## config.mk

```make
export PLATFORM = sky130hd
export DESIGN_NAME = mem_wb_pipe
export DESIGN_NICKNAME = d
export VERILOG_FILES = /design/src/rtl/mem_wb_pipe.sv
export SDC_FILE = /design/constraint.sdc
export NUM_CORES = 1
export LEC_CHECK = 0
export ABC_AREA = 1
export BUFFER_PORTS_ARGS = -buffer_cell sky130_fd_sc_hd__clkbuf_2
export CELL_PAD_IN_SITES_DETAIL_PLACEMENT = 0
export CELL_PAD_IN_SITES_GLOBAL_PLACEMENT = 2
export CORE_ASPECT_RATIO = 1.1
export CORE_MARGIN = 1.5
export CORE_UTILIZATION = 27
export CTS_CLUSTER_DIAMETER = 100
export CTS_CLUSTER_SIZE = 30
export DETAILED_ROUTE_END_ITERATION = 12
export GPL_TIMING_DRIVEN = 0
export PLACE_DENSITY = 0.8
export SKIP_CTS_REPAIR_TIMING = 1
export SLEW_MARGIN = 15
export SYNTH_ARGS = -nofsm -noshare
export SYNTH_HDL_FRONTEND = slang
export SYNTH_SLANG_ARGS = --single-unit
```

## constraint.sdc

```tcl
create_clock -name CLK -period 6.91 [get_ports CLK]
set_clock_uncertainty 0.15 [all_clocks]
set_input_delay 0.691 -clock CLK [delete_from_list [all_inputs] [get_ports CLK]]
set_output_delay 0.691 -clock CLK [all_outputs]
set_load 0.01 [all_outputs]
```

## src/rtl/mem_wb_pipe.sv

```systemverilog
// mem_wb_pipe: parameterised MEM->WB pipeline register for the MIPS core.
//
// Carries DEPTH (1..4) register stages between the memory stage and the
// register file. Each stage holds a valid bit plus the retiring
// instruction's writeback data, write enable, destination, PC, instruction
// word and halt flag.
//
// The writeback data is selected when an entry is captured into stage 0,
// so memtoReg is not carried down the pipe.
//
// The last stage drives the WB outputs. A sticky halt, a forwarding shadow
// of the last retired register write and a saturating retire counter are
// also maintained.
//
// Ports:
//   CLK, RST            rising-edge clock, asynchronous active-high reset
//   enable, flush       advance / invalidate all stages (flush wins)
//   *_MEM               entry presented by the memory stage
//   *_WB                last-stage entry; RegWr_WB is the gated write strobe
//   halt_WB             sticky halt, cleared only by reset
//   fwd_valid/wsel/wdat last retired register write (wsel != 0)
//   retired_count       saturating count of retired valid instructions
module mem_wb_pipe #(
  parameter int DATA_W = 32,
  parameter int REG_AW = 5,
  parameter int DEPTH  = 1,
  parameter int CNT_W  = 32
) (
  input  logic              CLK,
  input  logic              RST,
  input  logic              enable,
  input  logic              flush,
  input  logic              valid_MEM,
  input  logic [DATA_W-1:0] Output_Port_MEM,
  input  logic [DATA_W-1:0] dmemload_MEM,
  input  logic              memtoReg_MEM,
  input  logic              RegWr_MEM,
  input  logic [REG_AW-1:0] wsel_MEM,
  input  logic [DATA_W-1:0] imemaddr_MEM,
  input  logic [DATA_W-1:0] instr_MEM,
  input  logic              halt_MEM,
  output logic              valid_WB,
  output logic [DATA_W-1:0] wdat_WB,
  output logic              RegWr_WB,
  output logic [REG_AW-1:0] wsel_WB,
  output logic [DATA_W-1:0] imemaddr_WB,
  output logic [DATA_W-1:0] instr_WB,
  output logic              halt_WB,
  output logic              fwd_valid,
  output logic [REG_AW-1:0] fwd_wsel,
  output logic [DATA_W-1:0] fwd_wdat,
  output logic [CNT_W-1:0]  retired_count
);

  if (DEPTH < 1 || DEPTH > 4) begin : g_bad_depth
    $error("mem_wb_pipe: DEPTH=%0d is illegal, must be 1..4", DEPTH);
  end

  localparam int LAST = DEPTH - 1;

  typedef struct packed {
    logic              valid;
    logic [DATA_W-1:0] wdat;
    logic              regwr;
    logic [REG_AW-1:0] wsel;
    logic [DATA_W-1:0] pc;
    logic [DATA_W-1:0] instr;
    logic              halt;
  } stage_t;

  stage_t             stage_q [DEPTH];
  stage_t             stage_d [DEPTH];
  stage_t             mem_entry;
  stage_t             last_in;
  logic               load_last;
  logic               retire;
  logic               halt_q, halt_d;
  logic               fwd_valid_q, fwd_valid_d;
  logic [REG_AW-1:0]  fwd_wsel_q, fwd_wsel_d;
  logic [DATA_W-1:0]  fwd_wdat_q, fwd_wdat_d;
  logic [CNT_W-1:0]   count_q, count_d;

  // Writeback data is resolved at capture time.
  always_comb begin : capture
    mem_entry.valid = valid_MEM;
    mem_entry.wdat  = memtoReg_MEM ? dmemload_MEM : Output_Port_MEM;
    mem_entry.regwr = RegWr_MEM;
    mem_entry.wsel  = wsel_MEM;
    mem_entry.pc    = imemaddr_MEM;
    mem_entry.instr = instr_MEM;
    mem_entry.halt  = halt_MEM;
  end

  // NOTE: every always_comb output gets a default first so no path leaves it
  // unassigned; that is what keeps the logic free of inferred latches.
  always_comb begin : stage_next
    stage_d = stage_q;
    if (flush) begin
      // Only valid bits are cleared; stale data is harmless once invalid.
      for (int k = 0; k < DEPTH; k++) stage_d[k].valid = 1'b0;
    end else if (enable) begin
      stage_d[0] = mem_entry;
      for (int k = 1; k < DEPTH; k++) stage_d[k] = stage_q[k-1];
    end
  end

  // When the last stage loads, stage_d[LAST] is exactly the incoming entry,
  // which avoids a separate DEPTH==1 special case.
  assign load_last = enable & ~flush;
  assign last_in   = stage_d[LAST];
  assign retire    = load_last & last_in.valid & ~halt_q;

  always_comb begin : side_next
    halt_d      = halt_q | (load_last & last_in.valid & last_in.halt);
    count_d     = count_q;
    fwd_valid_d = fwd_valid_q;
    fwd_wsel_d  = fwd_wsel_q;
    fwd_wdat_d  = fwd_wdat_q;
    if (retire) begin
      if (count_q != {CNT_W{1'b1}}) count_d = count_q + CNT_W'(1);
      if (last_in.regwr && last_in.wsel != '0) begin
        fwd_valid_d = 1'b1;
        fwd_wsel_d  = last_in.wsel;
        fwd_wdat_d  = last_in.wdat;
      end
    end
  end

  // NOTE: sequential state uses non-blocking assignments only, so every flop
  // samples the pre-edge value of its neighbours regardless of block order.
  // NOTE: the stage array is reset in full (data as well as valid bits)
  // because all outputs must read zero while RST is held.
  always_ff @(posedge CLK or posedge RST) begin
    if (RST) begin
      for (int k = 0; k < DEPTH; k++) stage_q[k] <= '0;
      halt_q      <= 1'b0;
      count_q     <= '0;
      fwd_valid_q <= 1'b0;
      fwd_wsel_q  <= '0;
      fwd_wdat_q  <= '0;
    end else begin
      stage_q     <= stage_d;
      halt_q      <= halt_d;
      count_q     <= count_d;
      fwd_valid_q <= fwd_valid_d;
      fwd_wsel_q  <= fwd_wsel_d;
      fwd_wdat_q  <= fwd_wdat_d;
    end
  end

  assign valid_WB      = stage_q[LAST].valid;
  assign wdat_WB       = stage_q[LAST].wdat;
  assign RegWr_WB      = stage_q[LAST].valid & stage_q[LAST].regwr & ~halt_q;
  assign wsel_WB       = stage_q[LAST].wsel;
  assign imemaddr_WB   = stage_q[LAST].pc;
  assign instr_WB      = stage_q[LAST].instr;
  assign halt_WB       = halt_q;
  assign fwd_valid     = fwd_valid_q;
  assign fwd_wsel      = fwd_wsel_q;
  assign fwd_wdat      = fwd_wdat_q;
  assign retired_count = count_q;

endmodule

```

==> results, run 1 <==
- The pin count of the biggest net entering global routing is 89.
- The critical path startpoint category is a flip-flop.
- The CTS tree is yes.
- The most numerous cell on the critical path is nand2_1.
- The reported leakage power is 6.26 nW.
- The layout overhead on the synthesized area is 32.3%.
- During synthesis, Yosys emitted a total of 0 warnings.
- On the final layout, the worst hold slack is around 210 ps.
- The final hold violation count was 0.
- The post-route netlist has between 30% and 40% of its cells at a drive strength greater than 1.
- The synthesized design devotes to its leading area cell type about half of total area.
- The critical path goes through ha_1 -> inv_1 -> nor2_2 -> nand2_2 -> nor2_4 -> nand2_1 -> nand2_4 -> inv_4 -> buf_6 -> nand2_1 -> nand2_1.
- The number of buffers created by CTS is 17.
- The count of nets after finishing is approximately 1600.
- The congestion estimate from routability-driven global placement came to 0.782.
- After synthesis, the most frequently instantiated cells are 507 x nand2_1, 174 x dfrtp_1, 110 x buf_4, 84 x nor2_1, 59 x o21ai_0.
- The largest single stage delay on the critical path is 470 ps.
- Excluding fillers, the count of instances in the completed layout stands at around 1900.
- The remaining antenna violation count after routing is 0.
- The area of the die is roughly 33000 um^2.
- The minimum period implied by the final worst setup slack is roughly 2300 ps.
- The cell count after synthesis came out at 1099.
- The clock sink count is about 170.
- The worst-margin pin slew is around 720 ps.
- Across the run, the number of max-cap violations was 0.
- The worst register-to-register path begins at retired_count[0].
- The endpoint kind of the worst setup timing path is a flip-flop.
- The number of global-route vias before repair was roughly 7700.
- The initial DRC count is 378.
- After global routing the overflow that remains totals 0.
- In the routed design, unresolved DRC markers number 0.
- Once detailed placement completed, the half-perimeter wirelength came to around 21000 um.
- The number of top-level design ports is 315.
- The period utilization is roughly a third.
- In this run, synthesis inferred 0 flip-flops with an integrated enable.
- The pre-antenna-repair detailed-routing pass consisted of 5 iterations.
- The synthesized netlist net count is approximately 1200.
- The utilization after layout is between 30 and 40%.
- The first-pass GRT wire length is ~44000 um.
- The type of the worst setup path is reg2reg.
- Data arrives at the worst endpoint at roughly 2400 ps.
- Summed over all instances, the cell type with the most area after synthesis is dfrtp_1.
- Before CTS, the worst setup slack after placement is between 4000 and 5000 ps.
- The share of the Yosys chip area taken by registers is about 51%.
- After clock tree synthesis, the clock-pin slew on the worst setup and hold paths is about 70 ps.
- In the post-synthesis netlist, the biggest area contributors are dfrtp_1 51%, nand2_1 22%, buf_4 9.6%, nor2_1 3.7%, o21ai_0 3.4%.
- The initial antenna violation count came to 0.
- After detailed placement, the design holds a cell count of 1834.
- The repair_antennas step left the layout with diodes totalling 0.
- In this run the worst setup path begins at retired_count[0].
- The height of the die is 190 um.
- The worst hold path belongs to the class in2async.
- The average wire per cell in the routed design is roughly 15 um.
- Derived from the worst setup path, the maximum achievable clock frequency is between 400 and 500 MHz.
- The most common cell in the synthesized netlist is nand2_1.
- Setup repair after global routing left no endpoint under its margin.
- STA puts the critical path data required time at between 7000 and 8000 ps.
- The H-tree was split into 4 levels.
- Counting cells, the worst reg-to-reg path comes to 11.
- In this run the tool buffered the top-level ports with ~310 buffer cells.
- Across all setup checks in the final design, the least slack found is 4650 ps.
- After floorplanning, the core was divided into 68 placement rows.
- The root buffer selected by CTS is clkbuf_16.
- Dividing the detail-routed via count by the number of cells gives about 4.2.
- The routed design has around 28000 um of wire.
- From left edge to right edge, the die measures approximately 170 um.
- In this run the tightest slew margin relative to its limit is 51.8%.
- The global routing usage summed across all routing layers is between 10% and 20%.
- The longest clock path from root to sink contains 2 buffers.
- The number of distinct library cells after synthesis is 28.
- Dividing the synthesized area by the synthesized cell count gives 7.80 um^2.
- After synthesis the netlist holds a flip-flop and latch count of between 150 and 200.
- The core region is 31300 um^2.
- The most used flip-flop cell after synthesis is dfrtp_1.
- The post-synthesis instance area is ~8600 um^2.
- The final-report setup violation count is 0.
- After routing, the total negative slack on setup checks comes to 0 ps.
- The worst flop-to-flop path endpoint is retired_count[16].
- Across the VDD grid, the largest voltage drop is approximately 0.13 mV.
- The cell with the largest stage delay on the worst path is dfrtp_1.
- Of all flip-flops after synthesis, the portion carrying an async set or reset was between 90% and 100%.
- The worst-case register-to-register setup slack is around 4600 ps.
- The routed layout has approximately 7800 vias.
- The power density over the cells is ~260 nW/um^2.
- The final count of pins violating max slew was 0.
- The flow ran to the end, and the final reports show no timing, DRC or antenna violations.
- The effective utilization at floorplan is 27.4%.
- Of all nets on the critical path, the largest fanout is 10.
- For the worst-skew pair, the clock arrives at the later sink with an insertion delay of 430 ps.
-- per-layer routing --
layer,global-route usage [%],share of wire (%),vias up
li1,-,-,3970
met1,20.7,43,3548
met2,29.0,49,227
met3,5.42,7.0,18
met4,4.75,1.3,0
met5,0,0,-
-- stage by stage --
stage | total power, mW | area, um^2
final | 3.00 | 11300
after global routing | 3.17 | 11300
after CTS | 3.06 | 11300
after detailed placement | 1.96 | 10700
after global placement | 1.96 | 10700
after floorplan | 1.65 | 8580
-- kinds of logic after synthesis --
| group | synth area share [%] |
|---|---|
| AND/OR/NAND/NOR | 30.2 |
| buffers and inverters | 13.2 |
| flip-flops | 50.8 |
| AO/OA/AOI/OAI | 4.29 |
| XOR/XNOR | 1.33 |
| adder cells (fa/ha/maj) | 0.146 |
-- where the power goes --
part / switching, mW / internal (mW)
Combinational: 0.354 / 0.302
Sequential: 0.0971 / 1.18
Clock: 0.421 / 0.651
Total: 0.873 / 2.13
-- critical path: cells and delay by family, from the launching register on --
kind / cells / cell delay (ps)
adders and majority gates: 1 / 270
DFF: 1 / 470
and+or+nand+nor: 7 / 910
buffers and inverters: 3 / 350
-- cell usage in the layout (no fill, tap or decap), types with 4 or more instances in the layout --
cell type  count
xnor2_1        6
nand4_1        4
buf_2          8
xor2_1         7
o21ai_1       12
clkbuf_2     314
bufinv_16      5
dfrtp_1      174
o21ai_0       59
clkbuf_16     17
inv_1         33
buf_6          4
nor2_1        84
nand2_1      507
buf_4        110
nand3_1       49
clkbuf_1      23
-- cell type report --
type	count	area (um^2)
sequential	174	4350
tap	420	526
timing repair buffer	315	1600
multi-input combinational	744	3090
inverter	37	149
buffer	144	993
clock inverter	9	184
clock buffer	21	450
fill	3472	20000
-- how the worst max path moves through the flow --
| stage | depth (start not counted) | slack (ps) | to |
|---|---|---|---|
| floorplan | 1 | 1350 | fwd_valid |
| global placement | 2 | -1320 | retired_count[1] |
| detailed placement | 7 | 4140 | instr_WB[11] |
| CTS | 11 | 4590 | retired_count[16] |
| global route | 11 | 4470 | retired_count[16] |
| finish | 11 | 4650 | retired_count[16] |
-- state kept, by name (all words and copies together), names as in the netlist, 5 cells and up --
| signal | cells |
|---|---|
| wdat_WB | 32 |
| instr_WB | 32 |
| imemaddr_WB | 32 |
| retired_count | 32 |
| fwd_wsel | 5 |
| fwd_wdat | 32 |
| wsel_WB | 5 |
Note: power is estimated with default switching activity, not from simulation.
==> run 2: changes to the inputs <==
--- a/config.mk
+++ b/config.mk
@@ -11,12 +11,12 @@
 export CELL_PAD_IN_SITES_GLOBAL_PLACEMENT = 2
 export CORE_ASPECT_RATIO = 1.1
 export CORE_MARGIN = 1.5
-export CORE_UTILIZATION = 27
+export CORE_UTILIZATION = 25
 export CTS_CLUSTER_DIAMETER = 100
 export CTS_CLUSTER_SIZE = 30
 export DETAILED_ROUTE_END_ITERATION = 12
 export GPL_TIMING_DRIVEN = 0
-export PLACE_DENSITY = 0.8
+export PLACE_DENSITY = 0.78
 export SKIP_CTS_REPAIR_TIMING = 1
 export SLEW_MARGIN = 15
 export SYNTH_ARGS = -nofsm -noshare
==> constraint.sdc (replaced) <==
create_clock -name CLK -period 2 [get_ports CLK]
set_clock_uncertainty 0.15 [all_clocks]
set_input_delay 0.2 -clock CLK [delete_from_list [all_inputs] [get_ports CLK]]
set_output_delay 0.2 -clock CLK [all_outputs]
set_load 0.01 [all_outputs]
==> results, run 2 (synthesized netlist as in run 1, its figures left out) <==
- At the worst endpoint, the arrival time is a little over 2000 ps.
- The first global-routing pass estimated about 46000 um of wire.
- The total placed instance area is ~11000 um^2.
- At the end of the flow, the number of nets in the layout was approximately 1700.
- The routability congestion estimate is between 0.8 and 0.9.
- The largest fanout on the critical path is 10.
- Subtracting the final worst setup slack from the clock period gives 1870 ps.
- The routed wire length is roughly 30000 um.
- Per report_power, the sequential group accounts for a little over two fifths of the total.
- The global routing usage summed across all routing layers is between 10% and 20%.
- The maximum ir drop on the vdd rail is ~0.53 mV.
- The net switching fraction of the power is 30.3%.
- From synthesis to final layout, the design area changed by 46.7%.
- 315 I/O pins were placed.
- The final setup slack of the worst path is ~130 ps.
- In this design, the largest share of critical-path delay is due to simple AND/OR/NAND/NOR gates.
- The residual DRC count is 0.
- The length of routed met3 wiring is about 2100 um.
- The endpoint identified for the worst register-to-register timing path is retired_count[4].
- Total power for the finished layout comes to 10.5 mW.
- In this run the critical register-to-register path is launched from retired_count[1].
- The detailed router finished its first iteration with 303 violations.
- The number of placement rows is 70.
- The final count of pins violating max slew is 0.
- The final hold violation count was 11.
- The library cells used most frequently in the layout, excluding fill and tap cells, are 506 x nand2_1, 314 x clkbuf_2, 168 x dfrtp_1.
- After clock tree synthesis, the clock-pin slew on the worst setup and hold paths is roughly 70 ps.
- The min-delay analysis places its worst path in the category in2reg.
- The number of global-route vias before repair is roughly 8200.
- The flow ran to the end, but the final reports show violations.
- After routing the design area is 12600 um^2.
- The worst hold slack after final layout is -56.8 ps.
- From bottom edge to top edge, the die measures 197 um.
- The worst setup path is captured at a flip-flop.
- The area of the die is ~35000 um^2.
- The cell-internal power is ~7.3 mW.
- For the worst setup path, the data required time is 2190 ps.
- For flop-to-flop paths, the worst setup slack is between 100 and 150 ps.
- Counting buffers and inverters, the worst setup path is 11 cells deep.
- The final reports fail on negative hold slack.
- The highest routing layer actually used is met4.
- The worst-margin pin slew is 745 ps.
- Setup violations remaining at the end of the flow were counted as 0.
- The origin of the worst min-delay path is dmemload_MEM[21].
- The maximum clock insertion buffer count is 2.
- In this run the power spent charging and discharging nets is 3.19 mW.
- The average wire per cell in the routed design is approximately 15 um.
- TritonCTS built the clock tree.
- The aggregate global routing overflow is 0.
- The maximum level of the CTS H-tree is 4.
- The total buffers and inverters traversed by the critical path is 3.
- The number of iterations in the first detailed-routing pass is 4.
- The pin count of the biggest net entering global routing is 32.
- The part of the power in the clock network is roughly a third.
- The count of fill cells added during filler insertion is 3612.
- Counting every sink on the clock net gives between 150 and 200.
- The initial antenna violation count was 1.
- For this design the ratio of total power to cell area is 836 nW/um^2.
- The estimated wirelength of the detail-placed design is 22500 um.
- The signal on the critical path passes through ha_4 -> inv_1 -> nor2_4 -> nand2_2 -> nor2_4 -> nand2_2 -> nand2_4 -> inv_4 -> buf_6 -> nand2_1 -> nand2_1.
- Prior to clock tree synthesis, the placed netlist has a worst setup slack of -326 ps.
- Combinational cells account for between 20% and 30% of the total power.
- By startpoint and endpoint, the worst setup path is classified as reg2reg.
- The core region is 33500 um^2.
- The period utilization is 93.3%.
- The floorplan step set the die width to approximately 180 um.
- The maximum cell stage delay along the critical path is between 400 and 500 ps.
- The root buffer selected by CTS is clkbuf_16.
- The routed layout has roughly 8300 vias.
- In this run, CTS created clock tree buffers numbering 17.
- Summed over all nets, wire length on met2 after detailed routing comes to ~14000 um.
- The wire length the detailed router placed on met1 is approximately 13000 um.
- The insertion delay of the later-clocked pin in the worst-skew pair is ~450 ps.
- The critical path startpoint category is a flip-flop.
- The reported leakage power is between 6 and 7 nW.
- Headroom to the max-slew limit came out at approximately half.
- The port buffer count is about 310.
- The share of post-route cells with drive strength above 1 is about a third.
- The count of nets left with antenna violations once routing finished came out at 0.
- The library cell used most frequently in the layout, excluding fill and tap cells, is nand2_1.
- The path with the worst hold slack has its endpoint at wdat_WB[21].
- The worst hold path passes through 3 cells.
- The number of max-capacitance violations reported is 0.
- In the final timing run, aggregate negative setup slack is 0 ps.
- For this configuration, the core starts out at a cell density of around a quarter.
- For the worst flop-to-flop path, the logic depth is 11.
- The cell with the largest stage delay on the worst path is dfrtp_2.
- In the routed layout, each cell is associated on average with a via count of about 4.2.
- Timing would allow up to 536 MHz.
[run 2: how the worst max path moves through the flow]
stage                         to              from
2_1_floorplan          fwd_valid               RST
3_3_place_gp      imemaddr_WB[2]               RST
3_5_place_dp        instr_WB[19]            enable
4_1_cts        retired_count[10]  retired_count[0]
5_1_grt              fwd_wdat[6]        wsel_WB[4]
6_report        retired_count[4]  retired_count[1]
[run 2: power by group through the flow]
stage                     registers (mW)  clock network, mW  logic, mW
after floorplan                     4.53                  0       1.18
after global placement              4.45                  0       2.32
after detailed placement            4.46                  0       2.36
after CTS                           4.41               3.70       2.35
after global routing                4.48               3.80       2.84
final                               4.41               3.55       2.55
[run 2: worst register-to-register path, cell delays in order, from the launching register on]
cell     delay [ps]
dfrtp_2         410
ha_4            160
inv_1            90
nor2_4          120
nand2_2         110
nor2_4          180
nand2_2         100
nand2_4         110
inv_4            80
buf_6           150
nand2_1          60
nand2_1          50
[run 2: layer usage]
layer	vias up	track usage, %
met1	3848	19.8
met5	-	0
met2	243	28.1
met4	0	5.52
li1	4215	-
met3	21	6.12
[run 2: area by class of cell]
class                      count  area [um^2]  share of cell area [%]
sequential                   174         4360                    34.7
timing repair buffer         434         2820                    22.4
clock buffer                  20          447                    3.55
inverter                      37          145                    1.15
antenna                        1         2.50                  0.0199
buffer                       144          993                    7.90
clock inverter                12          161                    1.28
multi-input combinational    744         3110                    24.7
tap                          432          541                    4.30
[run 2: through the flow]
step                      std cells  util [%]  hold slack (ps)
after global routing           1998      37.5            -1.92
final                          1998      37.5            -56.8
after floorplan                1099         -              160
after global placement         1845      31.9              247
after CTS                      1883      34.1             -453
after detailed placement       1851      32.3             40.4
